**config.mk**
```make
export PLATFORM = sky130hd
export DESIGN_NAME = pcie_ss_ctrl_responder
export DESIGN_NICKNAME = d
export VERILOG_FILES = /design/src/rtl/pcie_ss_ctrl_responder.sv
export SDC_FILE = /design/constraint.sdc
export NUM_CORES = 1
export LEC_CHECK = 0
export CORE_MARGIN = 5
export CORE_UTILIZATION = 42
export CTS_BUF_LIST = sky130_fd_sc_hd__clkbuf_4
export DETAILED_ROUTE_END_ITERATION = 16
export PLACE_DENSITY = 0.88
export SLEW_MARGIN = 10
export SYNTH_ARGS = -nofsm -noshare
export SYNTH_HDL_FRONTEND = slang
export SYNTH_SLANG_ARGS = --single-unit
```
**constraint.sdc**
```tcl
create_clock -name clk -period 2.2 [get_ports clk]
set_input_delay 0.33 -clock clk [delete_from_list [all_inputs] [get_ports clk]]
set_output_delay 0.33 -clock clk [all_outputs]
set_load 0.05 [all_outputs]
```
**src/rtl/pcie_ss_ctrl_responder.sv**
```systemverilog
// pcie_ss_ctrl_responder: software-level CSR command to subsystem AVMM master bridge
//
// Turns a level-held software command (idle/write/read/reserved) into a single
// AVMM transaction and reports completion through a level ack that stays high
// until software returns the command to idle.
//
// Ports:
//   clk, rst_n             clock, asynchronous active-low reset
//   i_ss_ctrl_cmd          00 idle, 01 write, 10 read, 11 reserved (error)
//   i_ss_ctrl_addr         CSR byte address, latched on acceptance
//   i_ss_ctrl_writedata    write data, latched on acceptance
//   o_ss_readdata          last read result (held across writes and errors)
//   o_ss_ack, o_ss_error   command complete / command failed
//   o_avmm_*               subsystem master request
//   i_avmm_*               subsystem master response
//
// Optional feature: define PCIE_SS_CTRL_TIMEOUT_EN to abort a stalled bus
// access after TIMEOUT_CYCLES cycles (error set, reads return all ones).

package ofs_fim_cfg_pkg;
    localparam int PCIE_LITE_CSR_WIDTH = 20;
endpackage

module pcie_ss_ctrl_responder #(
    parameter int ADDR_WIDTH     = ofs_fim_cfg_pkg::PCIE_LITE_CSR_WIDTH,
    parameter int TIMEOUT_CYCLES = 1024
) (
    input  logic                  clk,
    input  logic                  rst_n,
    input  logic [1:0]            i_ss_ctrl_cmd,
    input  logic [ADDR_WIDTH-1:0] i_ss_ctrl_addr,
    input  logic [31:0]           i_ss_ctrl_writedata,
    output logic [31:0]           o_ss_readdata,
    output logic                  o_ss_ack,
    output logic                  o_ss_error,
    output logic [ADDR_WIDTH-1:0] o_avmm_address,
    output logic                  o_avmm_write,
    output logic                  o_avmm_read,
    output logic [31:0]           o_avmm_writedata,
    input  logic                  i_avmm_waitrequest,
    input  logic [31:0]           i_avmm_readdata,
    input  logic                  i_avmm_readdatavalid
);
    typedef enum logic [2:0] {IDLE, WR_REQ, RD_REQ, RD_WAIT, DONE} state_t;

    if (TIMEOUT_CYCLES < 4) begin : g_bad_timeout
        $error("TIMEOUT_CYCLES must be at least 4");
    end

    state_t                state_q;
    logic [31:0]           readdata_q;
    logic                  ack_q;
    logic                  error_q;
    logic [ADDR_WIDTH-1:0] addr_q;
    logic                  write_q;
    logic                  read_q;
    logic [31:0]           wdata_q;
    logic                  timeout;

`ifdef PCIE_SS_CTRL_TIMEOUT_EN
    localparam int CW = $clog2(TIMEOUT_CYCLES);
    logic [CW-1:0] cnt_q;
    assign timeout = (cnt_q == CW'(TIMEOUT_CYCLES - 1));
`else
    assign timeout = 1'b0;
`endif

    always_ff @(posedge clk or negedge rst_n) begin
        if (!rst_n) begin
            state_q    <= IDLE;
            readdata_q <= '0;
            ack_q      <= 1'b0;
            error_q    <= 1'b0;
            addr_q     <= '0;
            write_q    <= 1'b0;
            read_q     <= 1'b0;
            wdata_q    <= '0;
`ifdef PCIE_SS_CTRL_TIMEOUT_EN
            cnt_q      <= '0;
`endif
        end else begin
`ifdef PCIE_SS_CTRL_TIMEOUT_EN
            // Runs only while a bus access is outstanding; zero on entry from IDLE.
            cnt_q <= (state_q == WR_REQ || state_q == RD_REQ || state_q == RD_WAIT) ? cnt_q + 1'b1 : '0;
`endif
            case (state_q)
                IDLE: begin
                    if (i_ss_ctrl_cmd == 2'b01) begin
                        addr_q  <= i_ss_ctrl_addr;
                        wdata_q <= i_ss_ctrl_writedata;
                        error_q <= 1'b0;
                        write_q <= 1'b1;
                        state_q <= WR_REQ;
                    end else if (i_ss_ctrl_cmd == 2'b10) begin
                        addr_q  <= i_ss_ctrl_addr;
                        error_q <= 1'b0;
                        read_q  <= 1'b1;
                        state_q <= RD_REQ;
                    end else if (i_ss_ctrl_cmd == 2'b11) begin
                        error_q <= 1'b1;
                        ack_q   <= 1'b1;
                        state_q <= DONE;
                    end
                end
                WR_REQ: begin
                    if (!i_avmm_waitrequest || timeout) begin
                        write_q <= 1'b0;
                        error_q <= i_avmm_waitrequest;
                        ack_q   <= 1'b1;
                        state_q <= DONE;
                    end
                end
                RD_REQ: begin
                    if (!i_avmm_waitrequest) begin
                        read_q <= 1'b0;
                        if (i_avmm_readdatavalid) begin
                            readdata_q <= i_avmm_readdata;
                            ack_q      <= 1'b1;
                            state_q    <= DONE;
                        end else begin
                            state_q <= RD_WAIT;
`ifdef PCIE_SS_CTRL_TIMEOUT_EN
                            cnt_q   <= '0;
`endif
                        end
                    end else if (timeout) begin
                        read_q     <= 1'b0;
                        error_q    <= 1'b1;
                        readdata_q <= '1;
                        ack_q      <= 1'b1;
                        state_q    <= DONE;
                    end
                end
                RD_WAIT: begin
                    if (i_avmm_readdatavalid) begin
                        readdata_q <= i_avmm_readdata;
                        ack_q      <= 1'b1;
                        state_q    <= DONE;
                    end else if (timeout) begin
                        error_q    <= 1'b1;
                        readdata_q <= '1;
                        ack_q      <= 1'b1;
                        state_q    <= DONE;
                    end
                end
                DONE: begin
                    // Level ack: software must drop cmd to idle before a new command.
                    if (i_ss_ctrl_cmd == 2'b00) begin
                        ack_q   <= 1'b0;
                        state_q <= IDLE;
                    end
                end
                default: state_q <= IDLE;
            endcase
        end
    end

    assign o_ss_readdata    = readdata_q;
    assign o_ss_ack         = ack_q;
    assign o_ss_error       = error_q;
    assign o_avmm_address   = addr_q;
    assign o_avmm_write     = write_q;
    assign o_avmm_read      = read_q;
    assign o_avmm_writedata = wdata_q;
endmodule

```
## Word-level counts from Yosys, hierarchy flattened

Cells that the tools add are included.

- Output and inout port bits: 88
- Word-level logic and storage cells: 71
- Bits in registers: 91

- Reductions and logical operators: 15
- Eq/ne operators: 17
- Multiplexer cells: 31

Operator list:

| operator | count |
|---|---|
| $mux 32 | 2 |
| $pmux 32 s2 | 1 |
| $mux 20 | 2 |
| $mux 3 | 8 |
| $ne 2x2->1 const B | 9 |
| $pmux 3 s5 | 1 |
| $mux 1 | 13 |
| $reduce_bool 2->1 | 4 |
| $reduce_and 7->1 | 1 |
| $eq 3x2->1 const B | 2 |
| $pmux 1 s2 | 3 |
| $reduce_and 2->1 | 3 |
| $reduce_and 3->1 | 2 |
| $pmux 1 s5 | 1 |
| $reduce_and 5->1 | 1 |
| $reduce_bool 5->1 | 1 |
| $eq 2x2->1 const B | 2 |
| $ne 4x4->1 const B | 1 |
| $reduce_and 4->1 | 1 |
| $eq 3x1->1 const B | 1 |
| $eq 3x3->1 const B | 1 |
| $logic_not 3->1 | 1 |
| $eq 2x1->1 const B | 1 |
| $logic_not 2->1 | 1 |

## Longest topological paths before layout

- Depth in word-level cells: 5
- Depth in mapped cells: 6
- Mapped depth without buffers: 6

## Worst setup path before layout

Ideal clock, no wire load.

- Kind: input-to-reg
- From: in i_ss_ctrl_cmd[1]
- To: reg wdata_q[0] (netlist: o_avmm_writedata[0])
- Arrival time: 1571 ps
- Slack: 504 ps
- Path buffers: 1
- Setup time: 125 ps
- Stages on the path: 6
- Required time: 2075 ps
- Cells stage by stage: inv_1 -> ha_1 -> inv_1 -> nor4_4 -> buf_2 -> mux2_2

- Cells in the longest elaborated chain, start to end: 2

RTL lines:

| item | RTL line | source |
|---|---|---|
| start, declared | 30 | `input logic [1:0] i_ss_ctrl_cmd,` |
| $eq 2x1->1 | 88 | `if (i_ss_ctrl_cmd == 2'b01) begin` |
| $reduce_and 2->1 (no line) | n/a |  |
| end signal, assigned | 90 | `wdata_q <= i_ss_ctrl_writedata;` |
| end, declared | 57 | `logic [31:0] wdata_q;` |

Every way passes these cells.
A chain may end at the register's enable or synchronous reset.

## Worst setup path after layout

- From: reg wdata_q[14] (netlist: o_avmm_writedata[14])
- To: out o_avmm_writedata[14]

RTL lines:

| item | RTL line | source |
|---|---|---|
| end, declared | 39 | `output logic [31:0] o_avmm_writedata,` |

No word-level cell between the ends.

==> impl_metrics.py <==
metrics = {
    "status": {
        "status": "completed",
    },
    "final_layout": {
        "mostFrequentLayoutCell": "clkdlybuf4s50_1",
        "fill_cells": 638,
        "layout_common_cells": "clkdlybuf4s50_1, dfrtp_1, mux2_2, buf_4, clkbuf_4",
        "drive_gt1_share_pct": 26.3,
        "area_growth_pct": 59.0,
        "nets": 523,
        "stdcell_count": 541,
        "diodes": 0,
    },
    "timing": {
        "fin_hold_ws_ps": 286,
        "grt_setup_unrepaired": "false",
        "setup_viol": 0,
        "drv_slew": 0,
        "setup_tns_ps": 0,
        "min_period_ps": 1960,
        "fin_worst_skew_ps": 26.4,
        "max_freq_ghz": 0.510,
        "worst_pin_slew_ps": 567,
        "worst_slack_ps": 237,
        "maxSlewHeadroom_pct": 62.2,
        "final_hold_viol_count": 0,
        "min_period_over_period_pct": 89.2,
    },
    "pwr": {
        "p_int_uw": 5190,
        "clock_power_share_pct": 9.0,
        "pwr_density_cell_nw_per_um2": 1730,
        "peakVddDrop_v": 0.00109,
        "pwr-share-seq_pct": 29.6,
        "power_leakage_uw": 0.00241,
        "power_switching_uw": 4860,
        "switching_share_pct": 48.4,
        "p_comb_share_pct": 61.4,
    },
    "synthesis": {
        "synth_mux_area_share_pct": 26.2,
        "synth_warnings": 0,
        "async_flop_share_pct": 100,
        "syn_inst": 236,
        "synth_compound_area_share_pct": 3.57,
        "synthAdderAreaFrac_pct": 1.71,
        "synth_fp_nets": 331,
        "ys_seq_area_share_pct": 62.4,
        "synth_area_um2": 3650,
        "synth_top_family_by_area": "multiplexers",
        "synth_edf_count": 0,
        "ys_ff_latch": 91,
        "synthXorXnorAreaFrac_pct": 0,
        "synthSimpleGateAreaFrac_pct": 3.60,
        "synthFlopType": "dfrtp_1",
        "yosysUniqueCellTypes": 28,
        "avgSynthCellArea_um2": 15.5,
    },
    "cts": {
        "cts_tree": "done",
        "ctsRootBufferMaster": "clkbuf_4",
        "cts_buffers": 9,
        "clock_path_buffers": 2,
        "h-tree-depth": 3,
        "clkSlewWorstSetupHoldPaths_ps": 150,
        "cts.sinks": 91,
        "post-cts-setup-buffer-count": 0,
        "cts_resized": 0,
        "worstSkewPairLatency_ps": 420,
    },
    "grt": {
        "antenna_found_initial": 0,
        "busiest_layer": "met2",
        "groute.layer.met1.usage_pct": 19.6,
        "use_met3_pct": 6.77,
        "grt_pass1_vias": 2834,
        "met2_usage_pct": 28.3,
        "grtUsageTotal_pct": 16.7,
        "grt_pass1_wl_um": 13800,
        "overflow": 0,
        "grt_max_degree": 49,
    },
    "floorplan": {
        "dieArea_um2": 10700,
        "ios": 178,
        "die_x_um": 103,
        "die_h_um": 103,
        "rows": 34,
        "initial_core_util_pct": 42.5,
        "core_area_um2": 8590,
    },
    "worst_setup_path": {
        "r2r_cells": 4,
        "end_kind": "primary output",
        "cp.required_ps": 1870,
        "path_cells": "clkdlybuf4s50_1",
        "r2r_end": "o_ss_readdata[0]",
        "worstSetupPathType": "reg -> out",
        "regToRegStartpoint": "state_q[0]",
        "cpLargestDelayFamily": "buffers and inverters",
        "crit_fanout": 2,
        "critPathLaunchType": "register",
        "cp_num_buf_inv": 1,
        "max_stage_delay_ps": 820,
        "reg2reg_slack_ps": 360,
        "cp_slowest_cell": "clkdlybuf4s50_1",
        "critPathArrivalTime_ps": 1630,
    },
    "routing": {
        "drtAntennaViolNets": 0,
        "drt_first_pass_iters": 4,
        "drt_iter0_drc": 45,
        "wl_um": 9090,
        "dr_total_vias": 2641,
        "wl_per_cell_um": 16.8,
        "drc": 0,
        "routed_via_density": 4.88,
    },
    "run": {
        "drv_cap": 0,
    },
    "placement": {
        "gp_congestion": 0.843,
        "place_ws_ps": -144,
        "place_inst": 524,
        "port_buffers": 177,
        "dp_hpwl_um": 7060,
    },
    "min_path": {
        "hold_path.class": "in -> async",
    },
}
[cell usage after synthesis (2+ instances only)]
cell type,count,area share [%]
a21oi_1,4,0.55
inv_1,5,0.51
nor2_1,3,0.31
ha_1,5,1.7
nand2_1,5,0.51
o31ai_1,4,0.82
buf_4,7,1.4
dfrtp_1,91,62
o21ai_0,4,0.55
mux2_1,6,1.9
buf_2,4,0.55
a31oi_1,3,0.51
o21bai_1,2,0.41
mux2_2,79,24
[registers in the layout, summed over array words and instances, names as in the netlist]
signal            count
o_avmm_writedata     32
o_ss_readdata        32
o_avmm_address       20
state_q               3
o_avmm_read           1
o_avmm_write          1
o_ss_ack              1
o_ss_error            1
[cell type report]
type | count | area, um^2 | share of cell area (%)
sequential | 91 | 2280 | 39.2
timing repair buffer | 192 | 1930 | 33.3
multi-input combinational | 129 | 1300 | 22.3
tap | 108 | 135 | 2.33
clock buffer | 10 | 75.1 | 1.29
clock inverter | 6 | 66.3 | 1.14
inverter | 5 | 18.8 | 0.323
[power groups by stage]
stage / registers [uW] / clock network, uW / logic, uW
2_1_floorplan: 5760 / 0 / 1210
3_3_place_gp: 2950 / 0 / 6130
3_5_place_dp: 3020 / 0 / 6220
4_1_cts: 2980 / 948 / 6240
5_1_grt: 3080 / 1020 / 6430
6_report: 2970 / 908 / 6170
[layer usage]
metal	wire length [um]	part of all wire, %	vias to the layer above
met3	1050	12	9
met2	4580	50	117
met4	108	1.2	0
met5	0	0	-
met1	3360	37	1292
li1	-	-	1223
[how the worst max path moves through the flow]
stage	from	slack, ps	depth (start not counted)	to
detailed placement	i_ss_ctrl_cmd[0]	-140	7	state_q[0]
floorplan	i_ss_ctrl_cmd[1]	500	6	o_avmm_writedata[0]
global placement	i_ss_ctrl_cmd[0]	-80	7	state_q[0]
global route	o_avmm_writedata[17]	150	1	o_avmm_writedata[17]
finish	o_avmm_writedata[14]	240	1	o_avmm_writedata[14]
CTS	o_avmm_writedata[14]	190	1	o_avmm_writedata[14]
[what timing repair did]
action / 4_1_cts / 5_1_grt
hold endpoints to repair: 15 / 0
hold buffers: 1 / 0
endpoints found under the setup margin: 0 / 0
[cell families after synthesis]
family | count (synthesis)
DFF | 91
muxes | 85
adders and majority gates | 5
AOI/OAI and AO/OA | 20
buffers and inverters | 16
and+or+nand+nor | 19
[through the flow]
step	instance area [um^2]	util [%]	total power (uW)
after floorplan	3650	-	6970
after global placement	5650	65.8	9080
after detailed placement	5650	65.8	9240
after CTS	5800	67.5	10200
after global routing	5800	67.5	10500
final	5800	67.5	10100
(Power assumes the default switching activity.)
